<file path="src/rtl/pipe_pkg.sv">
// pipe_pkg: shared state encoding and widths for the elastic pipeline stage register
package pipe_pkg;
  localparam int OCC_W = 2;
  typedef enum logic [1:0] {ST_EMPTY = 2'd0, ST_FULL = 2'd1, ST_SKID = 2'd2} state_t;
endpackage

</file>
<file path="src/rtl/pipe_stage_reg.sv">
// pipe_stage_reg: valid/ready pipeline register with flush; skid entry when PIPE_SKID_EN is defined
module pipe_stage_reg
  import pipe_pkg::*;
#(
  parameter int WIDTH = 32,
  parameter logic [WIDTH-1:0] RST_VAL = '0
) (
  input  logic             clk,
  input  logic             rst,
  input  logic             flush,
  input  logic             in_valid,
  output logic             in_ready,
  input  logic [WIDTH-1:0] in_data,
  output logic             out_valid,
  input  logic             out_ready,
  output logic [WIDTH-1:0] out_data,
  output logic [OCC_W-1:0] occupancy
);
  state_t state_q, state_d;
  logic [WIDTH-1:0] main_q, main_d;
  logic in_fire, out_fire;
  assign out_valid = state_q != ST_EMPTY;
  assign out_data  = main_q;
  assign occupancy = state_q;
  assign in_fire   = in_valid & in_ready;
  assign out_fire  = out_valid & out_ready;
`ifdef PIPE_SKID_EN
  logic [WIDTH-1:0] skid_q, skid_d;
  // in_ready comes only from state so downstream stalls never reach upstream combinationally
  assign in_ready = !rst & (state_q != ST_SKID);
  // next state and data; head always lives in main so out_data needs no output mux
  always_comb begin
    state_d = state_q;
    main_d  = main_q;
    skid_d  = skid_q;
    if (flush) state_d = ST_EMPTY;
    else case (state_q)
      ST_EMPTY: if (in_fire) begin
        state_d = ST_FULL;
        main_d  = in_data;
      end
      ST_FULL: if (in_fire && out_fire) main_d = in_data;
      else if (in_fire) begin
        state_d = ST_SKID;
        skid_d  = in_data;
      end else if (out_fire) state_d = ST_EMPTY;
      ST_SKID: if (out_fire) begin
        state_d = ST_FULL;
        main_d  = skid_q;
      end
      default: state_d = ST_EMPTY;
    endcase
  end
  // state and data registers
  always_ff @(posedge clk) begin
    if (rst) begin
      state_q <= ST_EMPTY;
      main_q  <= RST_VAL;
      skid_q  <= RST_VAL;
    end else begin
      state_q <= state_d;
      main_q  <= main_d;
      skid_q  <= skid_d;
    end
  end
`else
  assign in_ready = !rst & (!out_valid | out_ready);
  // single-entry stage: load on accept, drain on output fire, flush only drops validity
  always_comb begin
    main_d  = in_fire && !flush ? in_data : main_q;
    state_d = flush ? ST_EMPTY : in_fire ? ST_FULL : out_fire ? ST_EMPTY : state_q;
  end
  // state and data registers
  always_ff @(posedge clk) begin
    if (rst) begin
      state_q <= ST_EMPTY;
      main_q  <= RST_VAL;
    end else begin
      state_q <= state_d;
      main_q  <= main_d;
    end
  end
`endif
endmodule

</file>
<file path="config.mk">
export PLATFORM = sky130hd
export DESIGN_NAME = pipe_stage_reg
export DESIGN_NICKNAME = d
export VERILOG_FILES = /design/src/rtl/pipe_pkg.sv /design/src/rtl/pipe_stage_reg.sv
export SDC_FILE = /design/constraint.sdc
export NUM_CORES = 1
export LEC_CHECK = 0
export ABC_AREA = 0
export BUFFER_PORTS_ARGS = -buffer_cell sky130_fd_sc_hd__buf_2
export CELL_PAD_IN_SITES_DETAIL_PLACEMENT = 1
export CELL_PAD_IN_SITES_GLOBAL_PLACEMENT = 2
export CORE_MARGIN = 2
export CORE_UTILIZATION = 27
export DETAILED_ROUTE_END_ITERATION = 12
export GPL_ROUTABILITY_DRIVEN = 0
export PLACE_DENSITY = 0.94
export SYNTH_ARGS = -nofsm -noshare
export SYNTH_HDL_FRONTEND = slang
export SYNTH_SLANG_ARGS = --single-unit
export TNS_END_PERCENT = 1
</file>
<file path="constraint.sdc">
create_clock -name clk -period 3.3 [get_ports clk]
set_input_delay 0.165 -clock clk [delete_from_list [all_inputs] [get_ports clk]]
set_output_delay 0.165 -clock clk [all_outputs]
set_load 0.01 [all_outputs]
</file>
# Word-level counts from Yosys, hierarchy flattened
# Index checks and enable logic that the tools add are counted.
# totals
reg_bits	33
latch_bits	0
ramBits	0
mem_bits_ro	0
inputBits	37
out_inout_bits	36
wordCells	14
n_memories	0
# classes
add_sub_neg	0
multipliers	0
div_mod_pow	0
order_cmp	0
eq_ne	0
shift	0
muxes	2
n_bitwise	4
n_reduce_logical	6
# op_table
op	n
AND 1 bit	3
zero test 1 bit	3
two-way mux 1 bit	2
nonzero test 2 bit	1
OR reduction 2 bit	1
logical AND 1 bit	1
OR 1 bit	1

# Longest topological paths before layout
# Gate-level depths: netlist (run 1).
# depth
depth_word	5
ltp_mapped	5
depth_no_buf	3

# Least setup slack after synthesis (run 1)
# Ideal clock, no wire load.
# synth_path
path_type	register to output
startpoint	register state_q[0], in the netlist occupancy[0]
endpoint	output port in_ready
t_arrival_ns	1.006
t_required_ns	3.135
slack_ns	2.129
stages_incl_launch_ff	4
path_buffers	1
cell_sequence	dfxtp_1 > nor2b_2 > clkbuf_1 > nor2_1
# synth_via
elab_chain_len	3
# synth_lines
element	line_no	text
start: declaration	pipe_stage_reg.sv:19	state_t state_q, state_d;
start signal: assignment	pipe_stage_reg.sv:79	state_q <= state_d;
zero test 1 bit	pipe_stage_reg.sv:67	assign in_ready = !rst & (!out_valid | out_ready);
OR 1 bit	pipe_stage_reg.sv:67	
AND 1 bit	pipe_stage_reg.sv:67	
end: declaration	pipe_stage_reg.sv:12	output logic in_ready,
# No other way between the ends.

# Final worst setup path (run 1)
# layout_path
startpoint	input port flush
endpoint	register main_q[17], in the netlist out_data[17]
# layout_via
elab_chain_len	2
# layout_lines
element	line_no	text
start: declaration	pipe_stage_reg.sv:10	input logic flush,
zero test 1 bit	pipe_stage_reg.sv:70	main_d = in_fire && !flush ? in_data : main_q;
logical AND 1 bit	pipe_stage_reg.sv:70	
end signal: assignment	pipe_stage_reg.sv:80	main_q <= main_d;
end: declaration	pipe_stage_reg.sv:20	logic [WIDTH-1:0] main_q, main_d;
# No other way between the ends.
# A chain may end at the register's enable or synchronous reset.

==> results_dict.tcl, run 1 <==
set metrics [dict create \
    core-area_mm2 0.00514 \
    crit_buf_inv 2 \
    ys_seq_area_share_pct 45.6 \
    grt_pass1_wl_um 6790 \
    cts_hold_buffers 0 \
    fillers 642 \
    final_cell_mix "buf_2 (71), dfxtp_1 (33), nand2_1 (32)" \
    crit_path_max_fanout 34 \
    cp-end-kind "flip-flop" \
    grt_max_degree 35 \
    clk_pin_slew_ns 0.07 \
    worstPathRequired_ns 3.52 \
    htreeDepth 2 \
    period_minus_slack_ns 1.59 \
    wirelength_um 4160 \
    num_io_pins 73 \
    vdd_ir_drop_max_uv 162 \
    overflow 0 \
    first_pass_iters 4 \
    port_buffers 71 \
    syn-cell-area_mm2 0.00145 \
    max_freq_mhz 629 \
    clkSinkCount 33 \
    worstHoldPathCells 3 \
    worstSetupPathDepth 5 \
    diodes 0 \
    pwr-share-comb_pct 13.3 \
    synth_area_leaders "dfxtp_1 (46%), o311ai_1 (18%), nand2_1 (8.3%), nand3_1 (7.6%), nand3_2 (6.9%)" \
    synthesis.nets 195 \
    grt_pass1_vias 1406 \
    syn_avg_cell_area_um2 9.18 \
    worst_slack_ns 1.71 \
    max_cap_violations 0 \
    finalSetupViolCount 0 \
    ys_ff_latch 33 \
    clkLatencyLatePin_ns 0.28 \
    synth_top_area_cell "dfxtp_1" \
    slowest_delay_ns 0.75 \
    wl_per_cell_um 14.4 \
    post-place-ws_ns 1.42 \
    rsz0062_at_grt "false" \
    vias 1457 \
    r2r_start "occupancy[0]" \
    multi_input_area_um2 659 \
    finalHoldViolCount 0 \
    hold_slack_ns 0.0912 \
    routed_via_density 5.06 \
    power_per_cell_area_mw_per_mm2 449 \
    hold_end "out_data[25]" \
    final_max_slew_viol_count 0 \
    fin_crit_sh_pct 48.1 \
    final_cell_area_mm2 0.00188 \
    antenna_found_initial 0 \
    drc 0 \
    slowest_stage "nor3b_4" \
    worst_slew_pin_slew_ns 0.958 \
    cts-buffers-inserted 5 \
    yosysUniqueCellTypes 17 \
    num_rows 26 \
    final_common_cell "buf_2" \
    pwr-share-clk_pct 35.9 \
    leakagePower_nw 0.963 \
    critPathTopFamily "simple AND/OR/NAND/NOR gates" \
    slew_headroom_pct 36.1 \
    final-seq-area_um2 661 \
    die_h_um 77.3 \
    p_sw_share_pct 25.5 \
    postCtsSetupBuffers 0 \
    tns_ns 0 \
    area_growth_pct 29.6 \
    cts_buffer_depth 2 \
    start_util_pct 28.2 \
    die_area_mm2 0.00597 \
    netlist.area_leader.share_pct 45.6 \
    cts-resized-gates 0 \
    finalClockSkew_ns 0.00401 \
    die_w_um 77.3 \
    seqPwrFrac_pct 50.8 \
    syn_inst 158 \
    synth_warnings 0 \
    placed_cell_area_mm2 0.00179 \
    path_cells "buf_2 -> nor3b_4 -> buf_4 -> nand3_1 -> nand2_1" \
    critPathArrivalTime_ns 1.81 \
    grt_usage_pct 14.3 \
    path_class "in2reg" \
    drtIter0Drc 73 \
    place_hpwl_um 2790 \
    reg2reg_depth 4 \
    drive_above_1_share_pct 42.2 \
    tritoncts "done" \
    internal_power_mw 0.628 \
    reg2reg_slack_ns 2.05 \
    hp-start "in_data[25]" \
    hp-class "in2reg" \
    worst_r2r_endpoint "out_data[22]" \
    cts-root-buf "clkbuf_8" \
    switchingPower_mw 0.215 \
    ant_nets 0 \
    nets 255 \
    status "finished clean" \
    critPathLaunchType "input pin" \
]
-- synth_stat cells, drive strengths merged --
cell	n
a211oi	1
conb	1
nor2b	1
nand3	32
dfxtp	33
nor2	1
clkbuf	10
nand2	32
o311ai	32
nand2b	1
inv	2
buf	11
nor3b	1
-- worst min-delay path: cells and delay by family --
kind                   cells  cell delay [ns]
and+or+nand+nor            2             0.10
buffers and inverters      1             0.09
-- worst max path at each step --
stage,start,end
global placement,flush,out_data[22]
CTS,flush,out_data[17]
floorplan,occupancy[0],in_ready
global route,flush,out_data[22]
detailed placement,flush,out_data[16]
finish,flush,out_data[17]
-- state kept, by name (all words and copies together) (netlist names) --
name,cells
out_data,32
occupancy,1
-- power groups by stage --
stage	Combinational (mW)	Sequential (mW)	Clock (mW)
floorplan	0.0527	0.446	0
global placement	0.111	0.437	0
detailed placement	0.114	0.438	0
CTS	0.114	0.429	0.311
global route	0.123	0.431	0.332
finish	0.112	0.429	0.303
-- metrics by stage --
step	util [%]	power, mW	std cells
2_1_floorplan	-	0.499	158
3_3_place_gp	34.9	0.549	281
3_5_place_dp	34.9	0.551	281
4_1_cts	36.6	0.854	288
5_1_grt	36.6	0.886	288
6_report	36.6	0.843	288
-- cells by family after synthesis --
| kind of cell | synth area share (%) |
|---|---|
| and+or+nand+nor | 25.4 |
| other | 0.259 |
| AOI/OAI and AO/OA | 19.8 |
| buffers and inverters | 8.97 |
| DFF | 45.6 |
-- layer usage --
metal	track usage [%]	part of all wire, %	vias to the layer above
met2	24.3	48	52
met5	0	0	-
met3	3.53	5.4	7
li1	-	-	706
met1	17.0	45	692
met4	5.89	1.5	0
-- cell type report --
type	instances	area share [%]
multi-input combinational	102	35.1
timing repair buffer	74	20.1
sequential	33	35.2
inverter	2	0.399
clock buffer	7	4.59
tap	70	4.66
No activity file was read; power rests on OpenSTA's default activity.
==> inputs of run 2 (changes only) <==
--- a/config.mk
+++ b/config.mk
@@ -5,15 +5,15 @@
 export SDC_FILE = /design/constraint.sdc
 export NUM_CORES = 1
 export LEC_CHECK = 0
-export ABC_AREA = 0
+export ABC_AREA = 1
 export BUFFER_PORTS_ARGS = -buffer_cell sky130_fd_sc_hd__buf_2
 export CELL_PAD_IN_SITES_DETAIL_PLACEMENT = 1
 export CELL_PAD_IN_SITES_GLOBAL_PLACEMENT = 2
 export CORE_MARGIN = 2
-export CORE_UTILIZATION = 27
+export CORE_UTILIZATION = 23
 export DETAILED_ROUTE_END_ITERATION = 12
 export GPL_ROUTABILITY_DRIVEN = 0
-export PLACE_DENSITY = 0.94
+export PLACE_DENSITY = 0.88
 export SYNTH_ARGS = -nofsm -noshare
 export SYNTH_HDL_FRONTEND = slang
 export SYNTH_SLANG_ARGS = --single-unit
==> constraint.sdc (replaced) <==
create_clock -name clk -period 1.5 [get_ports clk]
set_input_delay 0.075 -clock clk [delete_from_list [all_inputs] [get_ports clk]]
set_output_delay 0.075 -clock clk [all_outputs]
set_load 0.01 [all_outputs]
==> results_dict.tcl, run 2 <==
set metrics [dict create \
    largest_reg_flops 32 \
    cts-resized-gates 0 \
    status "finished clean" \
    wirelength_um 4750 \
    nets 389 \
    drive_above_1_share_pct 24.4 \
    synth_area_leaders "dfxtp_1 (38%), inv_1 (21%), nand2_1 (14%), nand4_1 (12%), nor2_1 (6.9%)" \
    r2r_start "occupancy[0]" \
    syn-cell-area_mm2 0.00174 \
    fillers 987 \
    final_cell_mix "inv_1 (97), buf_2 (71), nand2_1 (65)" \
    syn_inst 284 \
    clk_pin_slew_ns 0.07 \
    core-area_mm2 0.00729 \
    critPathTopFamily "buffers and inverters" \
    clkLatencyLatePin_ns 0.28 \
    htreeDepth 2 \
    post-synth-top-count-cell "inv_1" \
    die_w_um 91.0 \
    period_minus_slack_ns 1.32 \
    final-seq-area_um2 661 \
    ys_ff_latch 33 \
    hp-class "in2reg" \
    ys_top_cells_by_count "inv_1 (97), nand2_1 (65), dfxtp_1 (33)" \
    worst_slack_ns 0.176 \
    yosys.area_share.xor_xnor_pct 0 \
    post-place-ws_ns 0.428 \
    die_area_mm2 0.00828 \
    cts-root-buf "clkbuf_8" \
    place_hpwl_um 3460 \
    area_growth_pct 30.3 \
    cts_buffer_depth 2 \
    finalHoldViolCount 0 \
    first_pass_iters 4 \
    synth_warnings 0 \
    cts-buffers-inserted 5 \
    critPathArrivalTime_ns 1.50 \
    tns_ns 0 \
    rsz0062_at_grt "false" \
    synth_top_area_cell "dfxtp_1" \
    antenna_found_initial 0 \
    final_max_slew_viol_count 0 \
    slowest_stage "dlygate4sd3_1" \
    clkSinkCount 33 \
    hold_slack_ns 0.0310 \
    async_reset_ff_share_pct 0 \
    vias 1804 \
    synthesis.nets 321 \
    grt_pass1_wl_um 8070 \
    hp-start "rst" \
    finalClockSkew_ns 0.00443 \
    postCtsSetupBuffers 0 \
    yosys.area_share.simple_pct 33.9 \
    num_io_pins 73 \
    num_rows 31 \
    diodes 0 \
    path_cells "dlygate4sd3_1 -> buf_2 -> nor2_4 -> buf_4 -> nand4_1 -> nand2_1 -> nor2_1" \
    max_cap_violations 0 \
    overflow 0 \
    fin_crit_sh_pct 88.3 \
    grt_pass1_vias 1803 \
    synth-compound-area-share_pct 0.575 \
    max_freq_mhz 755 \
    power_per_cell_area_mw_per_mm2 858 \
    ys_seq_area_share_pct 38.0 \
    path_class "in2reg" \
    worstPathRequired_ns 1.68 \
    finalSetupViolCount 0 \
    tritoncts "done" \
    final_common_cell "inv_1" \
    yosysUniqueCellTypes 16 \
    routed_via_density 3.99 \
    synth_flop_cell "dfxtp_1" \
    start_util_pct 23.9 \
    slowest_delay_ns 0.54 \
    ant_nets 0 \
    multi_input_area_um2 604 \
    crit_buf_inv 3 \
    vdd_ir_drop_max_uv 237 \
    netlist.area_leader.share_pct 38.0 \
    critPathLaunchType "input pin" \
    drtIter0Drc 48 \
    crit_path_max_fanout 32 \
    port_buffers 71 \
    synthMuxAreaShare_pct 0 \
    grt_usage_pct 12.2 \
    grt_max_degree 33 \
    synth_fa_ha_area_share_pct 0 \
    synth_edf_count 0 \
    leakagePower_nw 1.38 \
    die_h_um 91.0 \
    drc 0 \
    wl_per_cell_um 10.5 \
    cp-end-kind "flip-flop" \
    syn_avg_cell_area_um2 6.13 \
    critPathLaunch "flush" \
    synth_top_family_by_area "simple AND/OR/NAND/NOR gates" \
]
run 2: cell types whose count changed in the layout (fill, tap and decap cells not counted), moves of 2 or more:
cell / delta
o311ai_1: -29
clkbuf_1: +2
nand4_1: +32
nand2_1: +33
nand3_1: -22
inv_1: +95
nand3_2: -9
buf_4: +3
o311ai_0: -3
nor2_1: +31
a21oi_1: +2
run 2: logic make-up (layout without fill, tap and decap cells):
kind of cell	Yosys count	count (layout)
buffers and inverters	116	185
other	1	1
DFF	33	33
and+or+nand+nor	132	132
AOI/OAI and AO/OA	2	2
run 2: stage by stage:
step | utilization (%) | area [um^2] | power (mW) | instances
2_1_floorplan | - | 1740 | 1.18 | 284
3_3_place_gp | 29.9 | 2180 | 1.31 | 443
3_5_place_dp | 29.9 | 2180 | 1.32 | 443
4_1_cts | 31.0 | 2260 | 2.00 | 451
5_1_grt | 31.1 | 2270 | 2.09 | 452
6_report | 31.1 | 2270 | 1.94 | 452
run 2: final cells by class:
| type | count | area share [%] |
|---|---|---|
| Inverter | 98 | 16.2 |
| Timing Repair Buffer | 79 | 19.0 |
| Clock buffer | 8 | 3.53 |
| Tap cell | 99 | 5.46 |
| Sequential cell | 33 | 29.1 |
| Multi-Input combinational cell | 135 | 26.7 |
run 2: worst paths after layout:
kind,cells past startpoint,slack (ns),endpoint
min reg2reg,4,0.51,out_data[24]
max reg2reg,6,0.43,out_data[9]
min,2,0.03,occupancy[0]
max,7,0.18,out_data[26]
run 2: routing by layer:
metal	global-route usage [%]	vias to the layer above	routed length, um
met2	21.9	42	2370
met4	5.30	0	55
met1	13.9	815	2140
met3	2.66	5	189
met5	0	-	0
li1	-	942	-
run 2: power breakdown:
group	switching (mW)	internal, mW	total (mW)
Clock	0.319	0.330	0.649
Sequential	0.0232	0.922	0.946
Combinational	0.205	0.146	0.351
run 2: what timing repair did:
action,CTS,global route
setup endpoints to repair,0,0
hold buffers,0,1
hold endpoints to repair,0,1
==> inputs of run 3 (changes only) <==
--- a/config.mk
+++ b/config.mk
@@ -5,15 +5,14 @@
 export SDC_FILE = /design/constraint.sdc
 export NUM_CORES = 1
 export LEC_CHECK = 0
-export ABC_AREA = 1
 export BUFFER_PORTS_ARGS = -buffer_cell sky130_fd_sc_hd__buf_2
 export CELL_PAD_IN_SITES_DETAIL_PLACEMENT = 1
 export CELL_PAD_IN_SITES_GLOBAL_PLACEMENT = 2
 export CORE_MARGIN = 2
-export CORE_UTILIZATION = 23
+export CORE_UTILIZATION = 25
 export DETAILED_ROUTE_END_ITERATION = 12
 export GPL_ROUTABILITY_DRIVEN = 0
-export PLACE_DENSITY = 0.88
+export PLACE_DENSITY = 0.79
 export SYNTH_ARGS = -nofsm -noshare
 export SYNTH_HDL_FRONTEND = slang
 export SYNTH_SLANG_ARGS = --single-unit
==> results_dict.tcl, run 3 (synthesis results as in run 1) <==
set metrics [dict create \
    grt_usage_pct 15.1 \
    core-area_mm2 0.00554 \
    overflow 0 \
    drc 0 \
    grt_pass1_wl_um 7450 \
    diodes 0 \
    grt_pass1_vias 1497 \
    worstPathRequired_ns 1.42 \
    clkLatencyLatePin_ns 0.27 \
    final_cell_mix "buf_2 (71), dfxtp_1 (33), nand2_1 (32)" \
    num_rows 27 \
    period_minus_slack_ns 1.32 \
    num_io_pins 73 \
    drive_above_1_share_pct 41.8 \
    vias 1498 \
    fillers 690 \
    first_pass_iters 4 \
    fin_crit_sh_pct 87.9 \
    finalSetupViolCount 0 \
    cp-end-kind "primary output" \
    htreeDepth 2 \
    cts-buffers-inserted 5 \
    hp-class "in2reg" \
    max_cap_violations 0 \
    antenna_found_initial 0 \
    place_hpwl_um 3130 \
    grt_max_degree 34 \
    tns_ns 0 \
    largest_reg_flops 32 \
    cts-root-buf "clkbuf_8" \
    start_util_pct 26.2 \
    cts-resized-gates 0 \
    die_area_mm2 0.00643 \
    clk_pin_slew_ns 0.07 \
    critPathLaunchType "flip-flop" \
    cts_buffer_depth 2 \
    tritoncts "done" \
    die_w_um 80.2 \
    ant_nets 0 \
    rsz0062_at_grt "false" \
    die_h_um 80.2 \
    port_buffers 71 \
    drtIter0Drc 77 \
    nets 275 \
    area_growth_pct 42.5 \
    crit_path_max_fanout 33 \
    final_max_slew_viol_count 0 \
    worst_slack_ns 0.182 \
    path_class "reg2out" \
    wl_per_cell_um 14.7 \
    post-place-ws_ns 0.330 \
    vdd_ir_drop_max_uv 341 \
    clkSinkCount 33 \
    finalHoldViolCount 0 \
    status "finished clean" \
    routed_via_density 4.82 \
    max_freq_mhz 759 \
    power_per_cell_area_mw_per_mm2 910 \
    final_common_cell "buf_2" \
    wirelength_um 4560 \
    critPathArrivalTime_ns 1.24 \
    leakagePower_nw 1.05 \
    finalClockSkew_ns 0.00338 \
]
-- run 3: cell types whose count changed in the layout (fill, tap and decap cells not counted), sizes merged, moves of 2 or more --
cell / delta
buf: +5
inv: -96
nor2: -32
o311ai: +32
a21oi: -2
dlygate4sd3: +10
nand4: -32
nand2: -33
nand3: +31
-- run 3: report_power, final --
group	total, mW	leakage (nW)	internal, mW	switching (mW)
combinational	0.292	0.741	0.132	0.160
sequential	0.942	0.270	0.920	0.0219
clock	0.645	0.0395	0.330	0.315
total	1.88	1.05	1.38	0.497
-- run 3: metrics by stage --
| step | instance area [um^2] | hold WS [ns] | power, mW | std cells | util (%) |
|---|---|---|---|---|---|
| 2_1_floorplan | 1450 | 0.153 | 1.10 | 158 | - |
| 6_report | 2070 | 0.00648 | 1.88 | 311 | 37.3 |
| 3_5_place_dp | 1880 | 0.285 | 1.24 | 292 | 33.9 |
| 3_3_place_gp | 1880 | 0.283 | 1.23 | 292 | 33.9 |
| 4_1_cts | 2070 | 0.0000776 | 1.92 | 311 | 37.3 |
| 5_1_grt | 2070 | 0.00377 | 1.99 | 311 | 37.3 |
-- run 3: metal layers --
layer	part of all wire, %	vias up	track usage (%)	routed length [um]
met5	0	-	0	0
met4	1.2	0	4.41	56
met3	5.2	4	4.83	236
met2	47	43	24.4	2140
met1	47	707	19.3	2130
li1	-	744	-	-
-- run 3: layout make-up --
cell class / count / area [um^2] / share of cell area (%)
clock buffer: 8 / 80.1 / 3.88
inverter: 2 / 7.51 / 0.363
multi-input combinational: 102 / 659 / 31.9
sequential: 33 / 661 / 32.0
tap: 72 / 90.1 / 4.36
timing repair buffer: 94 / 568 / 27.5
-- run 3: worst paths after layout --
path / start / end / slack [ns] / cells after the start
min reg2reg: out_data[7] / out_data[7] / 0.46 / 2
max: occupancy[0] / in_ready / 0.18 / 4
min: in_data[13] / out_data[13] / 0.006 / 3
max reg2reg: occupancy[0] / out_data[21] / 0.33 / 4
-- run 3: critical path, cell delays in order (launching register included) --
cell and delay (ns):
dfxtp_1 0.37, nor2b_2 0.20, buf_12 0.21, nor2_1 0.05
buf_2 0.13
-- run 3: timing repair --
item,4_1_cts,5_1_grt
setup buffers,0,0
endpoints found under the hold margin,11,0
endpoints found under the setup margin,0,0
hold buffers,11,0
